`src/rtl/muldiv_unit.sv`:
```
// muldiv_unit: iterative RV32M/RV64M multiply/divide unit.
// One result bit per cycle; start/busy/done handshake; fixed latency of
// XLEN+2 cycles from the accepting edge to the done pulse.
// Build option MULDIV_DIV_EN: when defined, the restoring divider is compiled in.
// When undefined, divide/remainder requests complete at once with illegal=1.
//
// Handshake: a request is accepted on a rising edge where start=1, busy=0,
// flush=0 and the ALUOp/Funct7 pair selects the M extension. Operands are
// sampled only at that edge. busy is high from the following cycle until the
// result is written. done pulses for exactly one cycle with result (and
// illegal) valid. A new request may be accepted in the done cycle.
module muldiv_unit #(
   parameter int XLEN = 32
) (
   input  logic            clk,
   input  logic            reset,
   input  logic            start,
   input  logic            flush,
   input  logic [1:0]      ALUOp,
   input  logic [6:0]      Funct7,
   input  logic [2:0]      Funct3,
   input  logic [XLEN-1:0] srcA,
   input  logic [XLEN-1:0] srcB,
   output logic            busy,
   output logic            done,
   output logic [XLEN-1:0] result,
   output logic            illegal
);

   localparam int CNT_W = $clog2(XLEN);

   typedef enum logic [1:0] {
      S_IDLE = 2'd0,
      S_CALC = 2'd1,
      S_FIX  = 2'd2,
      S_DONE = 2'd3
   } state_t;

   state_t              state;
   logic [CNT_W-1:0]    cnt;
   logic [2:0]          op;
   logic                sign_a;
   logic                sign_b;
   // Multiply: {product high, multiplier/product low}.
   // Divide:   {partial remainder, dividend/quotient}.
   logic [2*XLEN-1:0]   acc;
   // Multiplicand magnitude for multiply, divisor magnitude for divide.
   logic [XLEN-1:0]     opnd;
`ifdef MULDIV_DIV_EN
   // Raw operands are kept for the divide-by-zero and overflow overrides.
   logic [XLEN-1:0]     a_raw;
   logic [XLEN-1:0]     b_raw;
   logic [XLEN:0]       rem_sh;
   logic [XLEN:0]       diff;
   logic [XLEN-1:0]     q_fix;
   logic [XLEN-1:0]     r_fix;
   logic                div_zero;
   logic                div_ovf;
`endif

   logic                is_m;
   logic                accept;
   logic                a_signed;
   logic                b_signed;
   logic                in_sign_a;
   logic                in_sign_b;
   logic [XLEN-1:0]     mag_a;
   logic [XLEN-1:0]     mag_b;
   logic [XLEN:0]       mul_sum;
   logic [2*XLEN-1:0]   acc_next;
   logic [2*XLEN-1:0]   prod_signed;
   logic [XLEN-1:0]     div_val;
   logic [XLEN-1:0]     fix_val;

   // Request decode, operand signedness and magnitude conversion.
   always_comb begin
      is_m      = (ALUOp == 2'b10) && (Funct7 == 7'b0000001);
      accept    = start && !busy && is_m && !flush;
      a_signed  = (Funct3 == 3'b001) || (Funct3 == 3'b010) ||
                  (Funct3 == 3'b100) || (Funct3 == 3'b110);
      // MULHSU treats rs2 as unsigned, so only MULH/DIV/REM sign rs2.
      b_signed  = (Funct3 == 3'b001) || (Funct3 == 3'b100) || (Funct3 == 3'b110);
      in_sign_a = a_signed && srcA[XLEN-1];
      in_sign_b = b_signed && srcB[XLEN-1];
      mag_a     = in_sign_a ? -srcA : srcA;
      mag_b     = in_sign_b ? -srcB : srcB;
   end

   // One iteration step: shift-add for multiply, restoring step for divide.
   always_comb begin
      mul_sum  = {1'b0, acc[2*XLEN-1:XLEN]} + ({1'b0, opnd} & {(XLEN+1){acc[0]}});
      acc_next = {mul_sum, acc[XLEN-1:1]};
`ifdef MULDIV_DIV_EN
      rem_sh = {acc[2*XLEN-1:XLEN], acc[XLEN-1]};
      diff   = rem_sh - {1'b0, opnd};
      if (op[2]) begin
         if (diff[XLEN])
            acc_next = {rem_sh[XLEN-1:0], acc[XLEN-2:0], 1'b0};
         else
            acc_next = {diff[XLEN-1:0], acc[XLEN-2:0], 1'b1};
      end
`endif
   end

   // Sign correction and special-case selection for the final result.
   always_comb begin
      prod_signed = (sign_a ^ sign_b) ? -acc : acc;
      div_val     = '0;
`ifdef MULDIV_DIV_EN
      q_fix    = (sign_a ^ sign_b) ? -acc[XLEN-1:0] : acc[XLEN-1:0];
      r_fix    = sign_a ? -acc[2*XLEN-1:XLEN] : acc[2*XLEN-1:XLEN];
      div_zero = (b_raw == '0);
      div_ovf  = !op[0] && (a_raw == {1'b1, {(XLEN-1){1'b0}}}) && (b_raw == '1);
      if (div_zero) begin
         q_fix = '1;
         r_fix = a_raw;
      end else if (div_ovf) begin
         q_fix = a_raw;
         r_fix = '0;
      end
      div_val = op[1] ? r_fix : q_fix;
`endif
      fix_val = '0;
      case (op)
         3'b000:                 fix_val = acc[XLEN-1:0];
         3'b001, 3'b010, 3'b011: fix_val = prod_signed[2*XLEN-1:XLEN];
         default:                fix_val = div_val;
      endcase
   end

   // Control FSM with registered busy/done/illegal and the iteration datapath.
   always_ff @(posedge clk) begin
      if (reset) begin
         state   <= S_IDLE;
         cnt     <= '0;
         op      <= '0;
         sign_a  <= 1'b0;
         sign_b  <= 1'b0;
         acc     <= '0;
         opnd    <= '0;
         busy    <= 1'b0;
         done    <= 1'b0;
         illegal <= 1'b0;
         result  <= '0;
`ifdef MULDIV_DIV_EN
         a_raw   <= '0;
         b_raw   <= '0;
`endif
      end else begin
         done    <= 1'b0;
         illegal <= 1'b0;
         case (state)
            S_IDLE, S_DONE: begin
               state <= S_IDLE;
               if (accept) begin
                  op     <= Funct3;
                  sign_a <= in_sign_a;
                  sign_b <= in_sign_b;
                  cnt    <= '0;
`ifdef MULDIV_DIV_EN
                  a_raw  <= srcA;
                  b_raw  <= srcB;
`endif
                  if (Funct3[2]) begin
                     acc  <= {{XLEN{1'b0}}, mag_a};
                     opnd <= mag_b;
                  end else begin
                     acc  <= {{XLEN{1'b0}}, mag_b};
                     opnd <= mag_a;
                  end
`ifdef MULDIV_DIV_EN
                  state <= S_CALC;
                  busy  <= 1'b1;
`else
                  // Without the divider, divide/remainder requests finish at once.
                  if (Funct3[2]) begin
                     state   <= S_DONE;
                     done    <= 1'b1;
                     illegal <= 1'b1;
                     result  <= '0;
                  end else begin
                     state <= S_CALC;
                     busy  <= 1'b1;
                  end
`endif
               end
            end
            S_CALC: begin
               if (flush) begin
                  state <= S_IDLE;
                  busy  <= 1'b0;
               end else begin
                  acc <= acc_next;
                  cnt <= cnt + 1'b1;
                  if (cnt == CNT_W'(XLEN - 1)) begin
                     state <= S_FIX;
                     cnt   <= '0;
                  end
               end
            end
            S_FIX: begin
               state <= S_IDLE;
               busy  <= 1'b0;
               if (!flush) begin
                  state  <= S_DONE;
                  done   <= 1'b1;
                  result <= fix_val;
               end
            end
            default: begin
               state <= S_IDLE;
               busy  <= 1'b0;
            end
         endcase
      end
   end

endmodule

```
`config.mk`:
```
export PLATFORM = sky130hd
export DESIGN_NAME = muldiv_unit
export DESIGN_NICKNAME = d
export VERILOG_FILES = /design/src/rtl/muldiv_unit.sv
export SDC_FILE = /design/constraint.sdc
export NUM_CORES = 1
export LEC_CHECK = 0
export BUFFER_PORTS_ARGS = -buffer_cell sky130_fd_sc_hd__buf_2
export CAP_MARGIN = 20
export CELL_PAD_IN_SITES_DETAIL_PLACEMENT = 1
export CELL_PAD_IN_SITES_GLOBAL_PLACEMENT = 2
export CORE_MARGIN = 3
export CORE_UTILIZATION = 37
export DETAILED_ROUTE_END_ITERATION = 6
export PLACE_DENSITY = 0.95
export SYNTH_ARGS = -nofsm -noshare
export SYNTH_HDL_FRONTEND = slang
export SYNTH_SLANG_ARGS = --single-unit
```
`constraint.sdc`:
```
create_clock -name clk -period 8.88 [get_ports clk]
set_clock_uncertainty 0.05 [all_clocks]
set_input_delay 1.776 -clock clk [delete_from_list [all_inputs] [get_ports clk]]
set_output_delay 1.776 -clock clk [all_outputs]
set_load 0.05 [all_outputs]
```
==> impl_metrics.json <==
{
  "setup-violations-final": 0,
  "clock_sinks": 143,
  "antenna_found_initial": 1,
  "clockBufferDepth": 2,
  "outcome": "finished, final reports clean",
  "synth_edf_count": 0,
  "cts_repair_resize_count": 0,
  "ys_types": 68,
  "finalHoldViolCount": 0,
  "fin_hold_ws_ns": 0.4010,
  "startpoint": "Funct3[2]",
  "drt_iter0_markers": 589,
  "crit_required_ns": 9.16,
  "grt_pass1_vias": 10220,
  "synthTopCellsByArea": "dfxtp_1 (28%), a21oi_1 (6.6%), xor2_1 (5.6%), nor2_1 (5.2%), ha_1 (4.7%)",
  "final_layout_size_suffix_gt1_share_pct": 13.09,
  "tritoncts": "built",
  "grt_max_degree": 94,
  "fill_cells": 3291,
  "crit_cells": 7,
  "synth-warning-count": 0,
  "yosysTopAreaCell": "dfxtp_1",
  "fin_crit_sh_pct": 49.66,
  "postSynthAreaPerCell_sq_um": 7.575,
  "r2r_slack_ns": 5.14,
  "crit_family": "simple AND/OR/NAND/NOR gates",
  "cts_buffers": 17,
  "die_height_um": 171.1,
  "synth_ff_type": "dfxtp_1",
  "timing.final.max_slew_violations": 0,
  "clk_pin_slew_ns": 0.06,
  "ys_seq_area_share_pct": 28.37,
  "cap_violations": 0,
  "n_antenna_cell": 0,
  "pre_cts_ws_ns": 4.000,
  "reg2reg_to": "acc[63]",
  "criticalPathCategory": "primary input to flip-flop",
  "syn_inst": 1332,
  "vias": 10340,
  "rsz0062_at_grt": "false",
  "h-tree-depth": 4,
  "synth_seq_cells": 143,
  "postPlaceCellArea_sq_um": 10900,
  "synth_nets": 1451,
  "drt_pre_antenna_iters": 5,
  "async_flop_share_pct": 0,
  "vdd_ir_drop_max_uv": 104.9,
  "gp_congestion": 0.9226,
  "crit_end": "result[11]",
  "yosys.area.top_type_share_pct": 28.37,
  "layout.cells.most_common_list": "dfxtp_1 (143), nor2_1 (140), a21oi_1 (134)",
  "grt_pass1_wl_um": 56680,
  "cp_max_fo": 63,
  "clkLatencyLatePin_ns": 0.43,
  "rr_worst_depth": 13,
  "final.min_clock_period_ns": 4.410,
  "dieArea_sq_um": 29290,
  "power_mw": 1.596,
  "wl_per_cell_um": 20.76,
  "max-slew-margin-rel_pct": 29.58,
  "clockRootBuffer": "clkbuf_16",
  "worst_slew_pin_slew_ns": 1.055,
  "hold_path_class": "flip-flop to flip-flop",
  "routed_wl_um": 36150,
  "post_cts_buffers": 0,
  "nets": 1514,
  "drc": 0,
  "max_freq_mhz": 226.7,
  "cpMaxStageDelayCell": "nand3_1",
  "coreArea_sq_um": 26430,
  "cp_num_buf_inv": 3,
  "fp-row-count": 59,
  "layout_commonest_cell": "dfxtp_1",
  "dieWidth_um": 171.1,
  "start_util_pct": 38.18,
  "crit_chain": "buf_2 -> buf_4 -> nand3_1 -> a22oi_2 -> buf_4 -> nand3_1 -> o22ai_1",
  "grt_overflow_total": 0,
  "ios": 115,
  "final_area_sq_um": 11540,
  "dp_hpwl_um": 27530,
  "tns_ns": 0,
  "fin_ws_ns": 4.470,
  "crit_arrival_ns": 4.69,
  "viasPerCell": 5.939,
  "r2r_start": "acc[0]",
  "area.growth.synth_to_final_pct": 14.34,
  "worstSetupStartpointType": "primary input",
  "port_buffers": 114,
  "power.density_nw_per_um2": 138.4,
  "critPathCaptureType": "flip-flop",
  "ant_nets": 0,
  "leakage_nw": 4.598,
  "hold_buffers": 0,
  "track_usage_pct": 24.42,
  "critical-path-max-stage-delay_ns": 0.81,
  "syn_area_sq_um": 10090
}
==> cell usage after synthesis, drive strengths merged (8+ instances only) <==
master / number
a21o: 9
and3: 29
or4: 11
o21a: 9
a22oi: 24
nor2b: 14
o22ai: 18
nand2b: 15
nand4: 9
nor3b: 15
and2: 40
a21oi: 134
nor2: 141
a211oi: 36
inv: 25
dfxtp: 143
nor3: 38
nor4: 17
o211ai: 8
nand3b: 11
xor2: 64
o41ai: 8
or3: 8
clkbuf: 78
xnor2: 54
mux2i: 14
a31oi: 28
o31ai: 15
ha: 38
nand2: 108
o21ai: 83
nand3: 18
==> through the flow <==
| step | util, % | std cells |
|---|---|---|
| 6_report | 43.65 | 1741 |
| 5_1_grt | 43.65 | 1741 |
| 4_1_cts | 43.65 | 1741 |
| 3_5_place_dp | 41.23 | 1711 |
| 3_3_place_gp | 41.23 | 1711 |
| 2_1_floorplan | - | 1332 |
==> routing by layer <==
metal | up-vias | global-route usage, % | part of all wire (%)
met5 | - | 0 | 0.036
met4 | 2 | 5.878 | 1.6
met3 | 38 | 4.020 | 5.1
met2 | 274 | 39.73 | 46
met1 | 5047 | 33.94 | 48
li1 | 4979 | - | -
==> flip-flops by register name, summed over array words and instances, names as in the netlist <==
name	cells
state	2
busy	1
acc	64
sign_b	1
opnd	32
op	3
cnt	5
illegal	1
done	1
result	32
sign_a	1
==> tightest hold or removal path: stages, from the launching register on <==
cell and delay (ns):
dfxtp_1 0.31, nand2_1 0.05, a21oi_1 0.05
==> final cells by class <==
cell class              count  area, sq um  area share (%)
multi-input cells        1081         6854           59.41
flip-flops and latches    143         2863           24.82
repair buffers            126        663.1           5.748
clock buffers              17        425.4           3.688
well taps                 335        419.2           3.633
clock inverters            13        214.0           1.855
inverters                  26        97.59          0.8460
==> how the worst min path moves through the flow <==
stage | startpoint | end | slack [ns] | cells past startpoint
finish | opnd[10] | opnd[10] | 0.40 | 2
global route | result[14] | result[14] | 0.43 | 2
CTS | opnd[4] | opnd[4] | 0.40 | 2
detailed placement | opnd[4] | opnd[4] | 0.39 | 2
global placement | opnd[3] | opnd[3] | 0.39 | 2
floorplan | opnd[15] | opnd[15] | 0.38 | 2
==> where the power goes <==
group          total [mW]  switching, mW  leakage [nW]  internal (mW)
Clock               0.797          0.299         0.306          0.498
Sequential          0.642       0.000407          1.15          0.642
Combinational       0.157          0.101          3.14         0.0566
==> kinds of logic (layout without fill, tap and decap cells) <==
family | Yosys count | after routing | synth area share, %
xor+xnor | 118 | 118 | 10.24
flops | 143 | 143 | 28.37
compound gates | 418 | 418 | 26.02
fa+ha+maj | 39 | 39 | 4.911
buf+inv | 108 | 182 | 4.018
simple gates | 488 | 488 | 24.60
mux | 18 | 18 | 1.835
No activity file was read; power rests on OpenSTA's default activity.
